File: src/rtl/stage_sequencer_n_pkg.sv
// Shared definitions for the multicycle stage sequencer: FSM state encoding and
// default stage indices of the classic five-stage instruction cycle.
package stage_sequencer_n_pkg;

  typedef enum logic [1:0] {
    StIdle    = 2'd0,
    StActive  = 2'd1,
    StWaitMfc = 2'd2,
    StHalted  = 2'd3
  } seq_state_e;

  localparam int unsigned STG_FETCH     = 0;
  localparam int unsigned STG_DECODE    = 1;
  localparam int unsigned STG_EXECUTE   = 2;
  localparam int unsigned STG_MEMORY    = 3;
  localparam int unsigned STG_WRITEBACK = 4;

endpackage

File: src/rtl/stage_sequencer_n_mfc_wait_timer.sv
// Wait-for-MFC cycle counter. Loads 1 on entry to the wait state, counts each
// cycle MFC is still low, and flags expiry once MFC_TIMEOUT cycles have elapsed.
module stage_sequencer_n_mfc_wait_timer #(
  parameter int unsigned MFC_TIMEOUT = 15
) (
  input  logic i_clock,
  input  logic i_reset_l,
  input  logic i_clear,
  input  logic i_load,
  input  logic i_wait,
  output logic o_timeout
);

  logic [7:0] r_count;
  logic [7:0] w_count_d;
  logic       w_expired;

  assign w_expired = (r_count >= 8'(MFC_TIMEOUT));
  assign o_timeout = w_expired;

  always_comb begin
    w_count_d = r_count;
    if (i_clear) begin
      w_count_d = '0;
    end else if (i_load) begin
      w_count_d = 8'd1;
    end else if (i_wait && !w_expired) begin
      w_count_d = r_count + 8'd1;
    end
  end

  always_ff @(posedge i_clock or negedge i_reset_l) begin
    if (!i_reset_l) begin
      r_count <= '0;
    end else begin
      r_count <= w_count_d;
    end
  end

endmodule

File: src/rtl/stage_sequencer_n.sv
// Multicycle stage sequencer with MFC handshake, stall, boundary halt and retire count.
// Optional STAGE_SKIP_EN: non-memory instructions skip MEM_STAGE entirely.
module stage_sequencer_n
  import stage_sequencer_n_pkg::*;
#(
  parameter int unsigned NUM_STAGES  = 5,
  parameter int unsigned STAGE_W     = 4,
  parameter int unsigned FETCH_STAGE = STG_FETCH,
  parameter int unsigned MEM_STAGE   = STG_MEMORY,
  parameter int unsigned MFC_TIMEOUT = 15,
  parameter int unsigned CNT_W       = 32
) (
  input  logic                  i_clock,
  input  logic                  i_reset_l,
  input  logic                  i_start,
  input  logic                  i_halt_req,
  input  logic                  i_stall,
  input  logic                  i_mem_access,
  input  logic                  i_mfc,
  output logic [STAGE_W-1:0]    o_stage,
  output logic [NUM_STAGES-1:0] o_stage_onehot,
  output logic                  o_mem_req,
  output logic                  o_instr_done,
  output logic [CNT_W-1:0]      o_instr_count,
  output logic                  o_timeout_err,
  output logic                  o_busy
);

  seq_state_e              r_state, w_state_d;
  logic [STAGE_W-1:0]      r_stage, w_stage_d, w_stage_inc;
  logic [NUM_STAGES-1:0]   r_onehot, w_onehot_d;
  logic                    r_instr_done, w_instr_done_d;
  logic [CNT_W-1:0]        r_count, w_count_d;
  logic                    r_timeout_err, w_timeout_err_d;
  logic                    w_running, w_is_mem_stage, w_last, w_can_adv, w_advance;
  logic                    w_t_clear, w_t_load, w_t_wait, w_t_expired;

  assign w_running      = (r_state == StActive) || (r_state == StWaitMfc);
  assign w_is_mem_stage = (r_stage == STAGE_W'(FETCH_STAGE)) ||
                          ((r_stage == STAGE_W'(MEM_STAGE)) && i_mem_access);
  assign w_last         = (r_stage == STAGE_W'(NUM_STAGES - 1));
  assign w_can_adv      = !i_stall && (!w_is_mem_stage || i_mfc);

`ifdef STAGE_SKIP_EN
  localparam bit SkipOk = (MEM_STAGE >= 1) && (MEM_STAGE + 1 < NUM_STAGES);
`endif

  always_comb begin
    w_stage_inc = r_stage + 1'b1;
    if (w_last) begin
      w_stage_inc = '0;
    end
`ifdef STAGE_SKIP_EN
    else if (SkipOk && (r_stage == STAGE_W'(MEM_STAGE - 1)) && !i_mem_access) begin
      w_stage_inc = STAGE_W'(MEM_STAGE + 1);
    end
`endif
  end

  always_comb begin
    w_state_d       = r_state;
    w_stage_d       = r_stage;
    w_instr_done_d  = 1'b0;
    w_count_d       = r_count;
    w_timeout_err_d = r_timeout_err;
    w_t_clear       = 1'b0;
    w_t_load        = 1'b0;
    w_t_wait        = 1'b0;
    w_advance       = 1'b0;

    unique case (r_state)
      StIdle, StHalted: begin
        if (i_start) begin
          w_state_d       = StActive;
          w_stage_d       = '0;
          w_timeout_err_d = 1'b0;
          w_t_clear       = 1'b1;
        end
      end
      StActive: begin
        if (w_can_adv) begin
          w_advance = 1'b1;
        end else if (w_is_mem_stage && !i_mfc) begin
          w_state_d = StWaitMfc;
          w_t_load  = 1'b1;
        end
      end
      StWaitMfc: begin
        if (i_mfc) begin
          if (!i_stall) begin
            w_advance = 1'b1;
            w_state_d = StActive;
            w_t_clear = 1'b1;
          end
        end else begin
          w_t_wait = 1'b1;
          // Stage is left untouched so the faulting index stays visible.
          if (w_t_expired) begin
            w_state_d       = StHalted;
            w_timeout_err_d = 1'b1;
          end
        end
      end
      default: w_state_d = StIdle;
    endcase

    if (w_advance) begin
      w_stage_d = w_stage_inc;
      if (w_last) begin
        w_instr_done_d = 1'b1;
        w_count_d      = r_count + 1'b1;
        if (i_halt_req) begin
          w_state_d = StHalted;
        end
      end
    end

    w_onehot_d = '0;
    if ((w_state_d == StActive) || (w_state_d == StWaitMfc)) begin
      w_onehot_d = NUM_STAGES'(1) << w_stage_d;
    end
  end

  stage_sequencer_n_mfc_wait_timer #(
    .MFC_TIMEOUT (MFC_TIMEOUT)
  ) u_mfc_wait_timer (
    .i_clock   (i_clock),
    .i_reset_l (i_reset_l),
    .i_clear   (w_t_clear),
    .i_load    (w_t_load),
    .i_wait    (w_t_wait),
    .o_timeout (w_t_expired)
  );

  always_ff @(posedge i_clock or negedge i_reset_l) begin
    if (!i_reset_l) begin
      r_state       <= StIdle;
      r_stage       <= '0;
      r_onehot      <= '0;
      r_instr_done  <= 1'b0;
      r_count       <= '0;
      r_timeout_err <= 1'b0;
    end else begin
      r_state       <= w_state_d;
      r_stage       <= w_stage_d;
      r_onehot      <= w_onehot_d;
      r_instr_done  <= w_instr_done_d;
      r_count       <= w_count_d;
      r_timeout_err <= w_timeout_err_d;
    end
  end

  assign o_stage        = r_stage;
  assign o_stage_onehot = r_onehot;
  assign o_mem_req      = w_running && w_is_mem_stage;
  assign o_instr_done   = r_instr_done;
  assign o_instr_count  = r_count;
  assign o_timeout_err  = r_timeout_err;
  assign o_busy         = w_running;

endmodule

File: config.mk
export PLATFORM = sky130hd
export DESIGN_NAME = stage_sequencer_n
export DESIGN_NICKNAME = d
export VERILOG_FILES = /design/src/rtl/stage_sequencer_n_pkg.sv /design/src/rtl/stage_sequencer_n_mfc_wait_timer.sv /design/src/rtl/stage_sequencer_n.sv
export SDC_FILE = /design/constraint.sdc
export NUM_CORES = 1
export LEC_CHECK = 0
export ABC_AREA = 1
export BUFFER_PORTS_ARGS = -buffer_cell sky130_fd_sc_hd__clkbuf_2
export CAP_MARGIN = 20
export CORE_ASPECT_RATIO = 1.4
export CORE_UTILIZATION = 58
export CTS_BUF_LIST = sky130_fd_sc_hd__clkbuf_8
export CTS_CLUSTER_DIAMETER = 30
export DETAILED_ROUTE_END_ITERATION = 7
export PLACE_DENSITY = 0.82
export SETUP_SLACK_MARGIN = 0.05
export SLEW_MARGIN = 20
export SYNTH_ARGS = -nofsm -noshare
export SYNTH_HDL_FRONTEND = slang
export SYNTH_SLANG_ARGS = --single-unit
File: constraint.sdc
create_clock -name i_clock -period 2.03 [get_ports i_clock]
set_input_delay 0.3045 -clock i_clock [delete_from_list [all_inputs] [get_ports i_clock]]
set_output_delay 0.3045 -clock i_clock [all_outputs]
set_load 0.01 [all_outputs]
Word-level counts from Yosys, hierarchy flattened
Cells that the tools add are included.

Input bits: 7. Word-level logic and storage cells: 77. Output and inout bits: 45. Flip-flop bits (word level): 53.

Order comparisons: 1. Shifts and indexed selects: 1. Mux-type cells: 35. Add/sub/neg operators: 3. Eq/ne operators: 10. Reductions and logical operators: 20.

Operators with widths (count): adder 32 x 1 -> 32 bit (second input constant) (1); two-way mux 8 bit (3); two-way mux 2 bit (9); two-way mux 4 bit (4); two-way mux 1 bit (14); adder 8 x 1 -> 8 bit (second input constant) (1); >= comparator 8 x 4 -> 1 bit (second input constant) (1); == test 2 bit (second input constant) (3); case mux 1 bit (2 select lines) (3); case mux 2 bit (3 select lines) (1); logical AND 1 bit (5); two-way mux 5 bit (1); left shift 1 x 4 -> 5 bit (first input constant) (1); adder 4 x 1 -> 4 bit (second input constant) (1); == test 2 x 1 -> 1 bit (second input constant) (2); == test 4 x 2 -> 1 bit (second input constant) (1); == test 4 x 3 -> 1 bit (second input constant) (1); logical NOT 1 bit (4); logical NOT 4 bit (1); logical OR 1 bit (4); != test 2 bit (second input constant) (2); AND reduction 4 bit (1); nonzero test 3 bit (1); logical NOT 2 bit (1); other kinds (4) (4).

Depth between registers and ports, before layout
Depth after elaboration: 14. Depth in mapped cells: 14.

By module
Synthesis repeated with hierarchy kept, for this count alone.

Cell total of the unflattened synthesis: 419. Area, all modules: 3163.0 sq um.

Modules (own cells, without submodules): stage_sequencer_n (area an instance 2731.4 sq um, sequential area each 1126.1 sq um, cells an instance 370, instances 1); stage_sequencer_n_mfc_wait_timer (area an instance 431.7 sq um, sequential area each 200.2 sq um, cells an instance 49, instances 1).

Worst setup path after synthesis
No wires, ideal clock.

Path kind: register to register. From: reg r_state[0]. To: reg r_count[7], in the netlist o_instr_count[7]. Buffers on the path: 1. Stages on the path, launching flop included: 10. Path slack: 0.277 ns. Required time: 1.902 ns. Data arrival time: 1.625 ns. Period minus slack after synthesis: 1.753 ns. Path through: dfrtp_1 -> inv_1 -> ha_1 -> clkinv_1 -> nand2_4 -> inv_2 -> nand2_2 -> buf_6 -> nor2_1 -> xor2_1.

Longest elaborated chain between the ends: 3. Elaborated cells on any way between the ends: 4. Those cells by class: eq/ne: 2; mux: 1; reduce/logical: 1.

Ends and longest elaborated chain: from (decl) (RTL line stage_sequencer_n.sv:29) `seq_state_e r_state, w_state_d;`; from (signal assigned) (RTL line stage_sequencer_n.sv:137) `r_state <= StIdle;`; from (signal assigned) (RTL line stage_sequencer_n.sv:144) `r_state <= w_state_d;`; == test 2 bit / == test 2 x 1 -> 1 bit (equally long branches) (RTL line stage_sequencer_n.sv:71) `unique case (r_state)`; case mux 1 bit (2 select lines) * (RTL line stage_sequencer_n.sv:71); AND reduction 2 bit (no source line) *; to (signal assigned) (RTL line stage_sequencer_n.sv:148) `r_count <= w_count_d;`; to (decl) (RTL line stage_sequencer_n.sv:33) `logic [CNT_W-1:0] r_count, w_count_d;`.

Mark *: on every way between the ends. The rest lies on a longest branch, timed or not. A chain may end at the register's enable or synchronous reset.

Final worst setup path
From: reg r_stage[0], in the netlist o_stage[0]. To: reg r_count[26], in the netlist o_instr_count[26].

Longest elaborated chain between the ends: 9. Elaborated cells on any way between the ends: 11. Those cells by class: eq/ne: 2; mux: 2; reduce/logical: 7.

Ends and longest elaborated chain: from (decl) (RTL line stage_sequencer_n.sv:30) `logic [STAGE_W-1:0] r_stage, w_stage_d, w_stage_inc;`; from (signal assigned) (RTL line stage_sequencer_n.sv:145) `r_stage <= w_stage_d;`; == test 4 x 2 -> 1 bit (RTL line stage_sequencer_n.sv:40) `((r_stage == STAGE_W'(MEM_STAGE)) && i_mem_access);`; logical AND 1 bit (RTL line stage_sequencer_n.sv:40); logical OR 1 bit (RTL line stage_sequencer_n.sv:39) `assign w_is_mem_stage = (r_stage == STAGE_W'(FETCH_STAGE)) ||`; logical NOT 1 bit (RTL line stage_sequencer_n.sv:42) `assign w_can_adv = !i_stall && (!w_is_mem_stage || i_mfc);`; logical OR 1 bit (RTL line stage_sequencer_n.sv:42); logical AND 1 bit (RTL line stage_sequencer_n.sv:42); two-way mux 1 bit (RTL line stage_sequencer_n.sv:81) `if (w_can_adv) begin`; case mux 1 bit (2 select lines) (RTL line stage_sequencer_n.sv:71); AND reduction 2 bit (no source line) *.

Marked as above.

==> results.sh <==
export IMPL_period_needed_ps=1880
export IMPL_track_usage_pct=26.5
export IMPL_fin_crit_sh_pct=92.6
export IMPL_postSynthCellCount=378
export IMPL_avgSynthCellArea_sq_um=7.86
export IMPL_drtIter0Drc=128
export IMPL_slew_violations=0
export IMPL_synth_compound_area_share_pct=2.78
export IMPL_synth_simple_gate_area_share_pct=34.3
export IMPL_die_x_um=62.5
export IMPL_crit_arrival_ps=2100
export IMPL_grt_pass1_vias=2646
export IMPL_gp_congestion=0.883
export IMPL_path_clk_slew_ps=90
export IMPL_worst_slew_margin_rel_pct=59.7
export IMPL_ctsRootBufferMaster="clkbuf_8"
export IMPL_path_buf_inv=4
export IMPL_synthesis_nets=391
export IMPL_insertion_delay_ps=310
export IMPL_ant_nets=0
export IMPL_hold_violations=7
export IMPL_clockBufferDepth=2
export IMPL_antenna_found_initial=0
export IMPL_drive_gt1_share_pct=22.2
export IMPL_synth_top_family_by_area="simple AND/OR/NAND/NOR gates"
export IMPL_die_area_sq_mm=0.00542
export IMPL_cp_data_required_time_ps=2250
export IMPL_p_leak_uw=0.00182
export IMPL_nFillCells=396
export IMPL_critPathTopFamily="simple AND/OR/NAND/NOR gates"
export IMPL_place_hpwl_um=5180
export IMPL_worst_pin_slew_ps=604
export IMPL_rows=30
export IMPL_synth_area_sq_mm=0.00297
export IMPL_p_sw_uw=1060
export IMPL_cts_buffers=5
export IMPL_switching_share_pct=38.2
export IMPL_cpMostUsedCell="nand2_2"
export IMPL_p_comb_share_pct=36.2
export IMPL_startpoint_type="register"
export IMPL_power_density_mw_per_mm2=790
export IMPL_viasPerCell=5.28
export IMPL_synth_seq_cells=53
export IMPL_ys_seq_area_share_pct=44.6
export IMPL_fin_cells=510
export IMPL_yosysWarningCount=0
export IMPL_num_vias=2691
export IMPL_cp_end_kind="register"
export IMPL_cts_tree="built"
export IMPL_wl_per_cell_um=13.5
export IMPL_drc_errors=0
export IMPL_drt_total_wl_um=6860
export IMPL_syn_to_final_growth_pct=18.6
export IMPL_cp_slowest_stage_delay_ps=440
export IMPL_h_tree_depth=2
export IMPL_rsz0062_at_grt="true"
export IMPL_hold_path_class="in -> async"
export IMPL_core_area_sq_mm=0.00488
export IMPL_status="finished with violations"
export IMPL_criticalPathCategory="reg -> reg"
export IMPL_irDropWorstVdd_mv=0.800
export IMPL_io_pins=52
export IMPL_critPathSlowestCell="dfrtp_1"
export IMPL_cts_hold_buf=0
export IMPL_pwr_share_seq_pct=43.6
export IMPL_cp_max_fo=10
export IMPL_max_freq_mhz=532
export IMPL_synth_area_leader_cell="dfrtp_1"
export IMPL_die_height_um=86.7
export IMPL_stdcell_area_sq_mm=0.00352
export IMPL_placed_area_sq_mm=0.00332
export IMPL_mostFrequentLayoutCells="106 x nand2_1, 53 x dfrtp_1, 51 x clkbuf_2"
export IMPL_drv_cap=0
export IMPL_power_frac_clock_pct=20.2
export IMPL_antenna_cells=0
export IMPL_final_core_util_pct=72.2
export IMPL_fin_skew_ps=17.5
export IMPL_violations="negative hold slack"
export IMPL_synth_top_cells_by_area="dfrtp_1 45%, nand2_1 14%, nor2_1 6.1%"
export IMPL_drt_pass1_iter_count=4
export IMPL_cts_num_sinks=53
export IMPL_synth_distinct_cells=30
export IMPL_grt_max_degree=25
export IMPL_yosys_area_share_adder_pct=2.53
export IMPL_dp_cells=495
export IMPL_start_util_pct=60.9
export IMPL_nets=458
export IMPL_synthMuxAreaShare_pct=0
export IMPL_port_buffers=51
export IMPL_holdWs_ps=-11.0
export IMPL_setup_viol=0
export IMPL_grt_overflow_total=0
export IMPL_synth_xor_xnor_area_share_pct=9.43
export IMPL_layout_commonest_cell="nand2_1"
export IMPL_synth_top_cell_area_share_pct=44.6
export IMPL_worstPathCellList="inv_2 > ha_1 > inv_1 > nand2_2 > nand3_2 > nand2_2 > nand2_4 > nand2_8 > nor2_8 > buf_12 > buf_6 > nand2_1 > o21ai_0"
export IMPL_p_int_uw=1720
export IMPL_grt_pass1_wl_um=11300
-- layer usage --
| metal | vias to the layer above | track usage [%] | part of all wire, % |
|---|---|---|---|
| met1 | 1272 | 28.0 | 39 |
| met3 | 16 | 4.34 | 3.9 |
| met4 | 0 | 11.0 | 2.3 |
| li1 | 1332 | - | - |
| met5 | - | 0 | 0 |
| met2 | 71 | 51.4 | 55 |
-- power by group through the flow --
stage / logic (uW) / registers [uW] / clock network, uW
global route: 1160 / 1220 / 605
finish: 1010 / 1210 / 562
detailed placement: 898 / 1230 / 0
global placement: 871 / 1220 / 0
floorplan: 603 / 1250 / 0
CTS: 903 / 1210 / 575
-- sequential cells by signal, summed over array words and instances (netlist names) --
| name | count |
|---|---|
| u_mfc_wait_timer.r_count | 8 |
| o_stage | 4 |
| o_instr_count | 32 |
| o_timeout_err | 1 |
| o_instr_done | 1 |
| r_state | 2 |
| o_stage_onehot | 5 |
-- logic make-up after synthesis --
group           after synthesis
flops                        53
xor+xnor                     32
fa+ha+maj                     6
simple gates                224
buf+inv                      47
compound gates               16
-- worst paths after layout --
check / endpoint / slack, ps / start / cells past startpoint
worst max-delay path: o_instr_count[26]$_DFFE_PN0P_ / 150 / o_stage[0]$_DFF_PN0_ / 13
worst min-delay path: o_instr_count[17]$_DFFE_PN0P_ / -10 / i_reset_l / 1
worst max register to register: o_instr_count[26]$_DFFE_PN0P_ / 150 / o_stage[0]$_DFF_PN0_ / 13
worst min register to register: u_mfc_wait_timer.r_count[7]$_DFFE_PN0P_ / 490 / u_mfc_wait_timer.r_count[7]$_DFFE_PN0P_ / 2
max in group asynchronous: o_instr_count[11]$_DFFE_PN0P_ / 1400 / i_reset_l / 2
min in group i_clock: r_state[0]$_DFF_PN0_ / 360 / i_halt_req / 3
-- final cells by class --
type	count	area (sq um)	area share [%]
Clock buffer	5	68.8	1.95
Clock inverter	3	11.3	0.319
Inverter	44	169	4.79
Multi-Input combinational cell	279	1520	43.0
Sequential cell	53	1330	37.6
Tap cell	64	80.1	2.27
Timing Repair Buffer	62	354	10.0
-- repair_timing --
action | in CTS | in global routing
buffers inserted | 0 | 6
resized for setup | 0 | 16
hold endpoints to repair | 0 | 0
setup endpoints to repair | 0 | 32
-- synthesized netlist by cell type, drive strengths merged --
cell      n
a21oi     6
buf       3
clkinv    1
dfrtp    53
ha        6
inv      43
nand2   116
nand3    22
nand3b    2
nand4    13
nor2     54
nor3     14
nor3b     1
nor4      2
o21ai     9
o31ai     1
xnor2    14
xor2     18
-- per-stage QoR --
stage	setup WS, ps	hold WS, ps	total power [uW]	TNS [ps]
4_1_cts	58.7	0.505	2690	0
3_3_place_gp	198	321	2100	0
3_5_place_dp	71.0	336	2130	0
6_report	151	-11.0	2780	0
5_1_grt	-12.7	29.9	2990	-12.7
2_1_floorplan	277	8.91	1850	0
(Power assumes the default switching activity.)
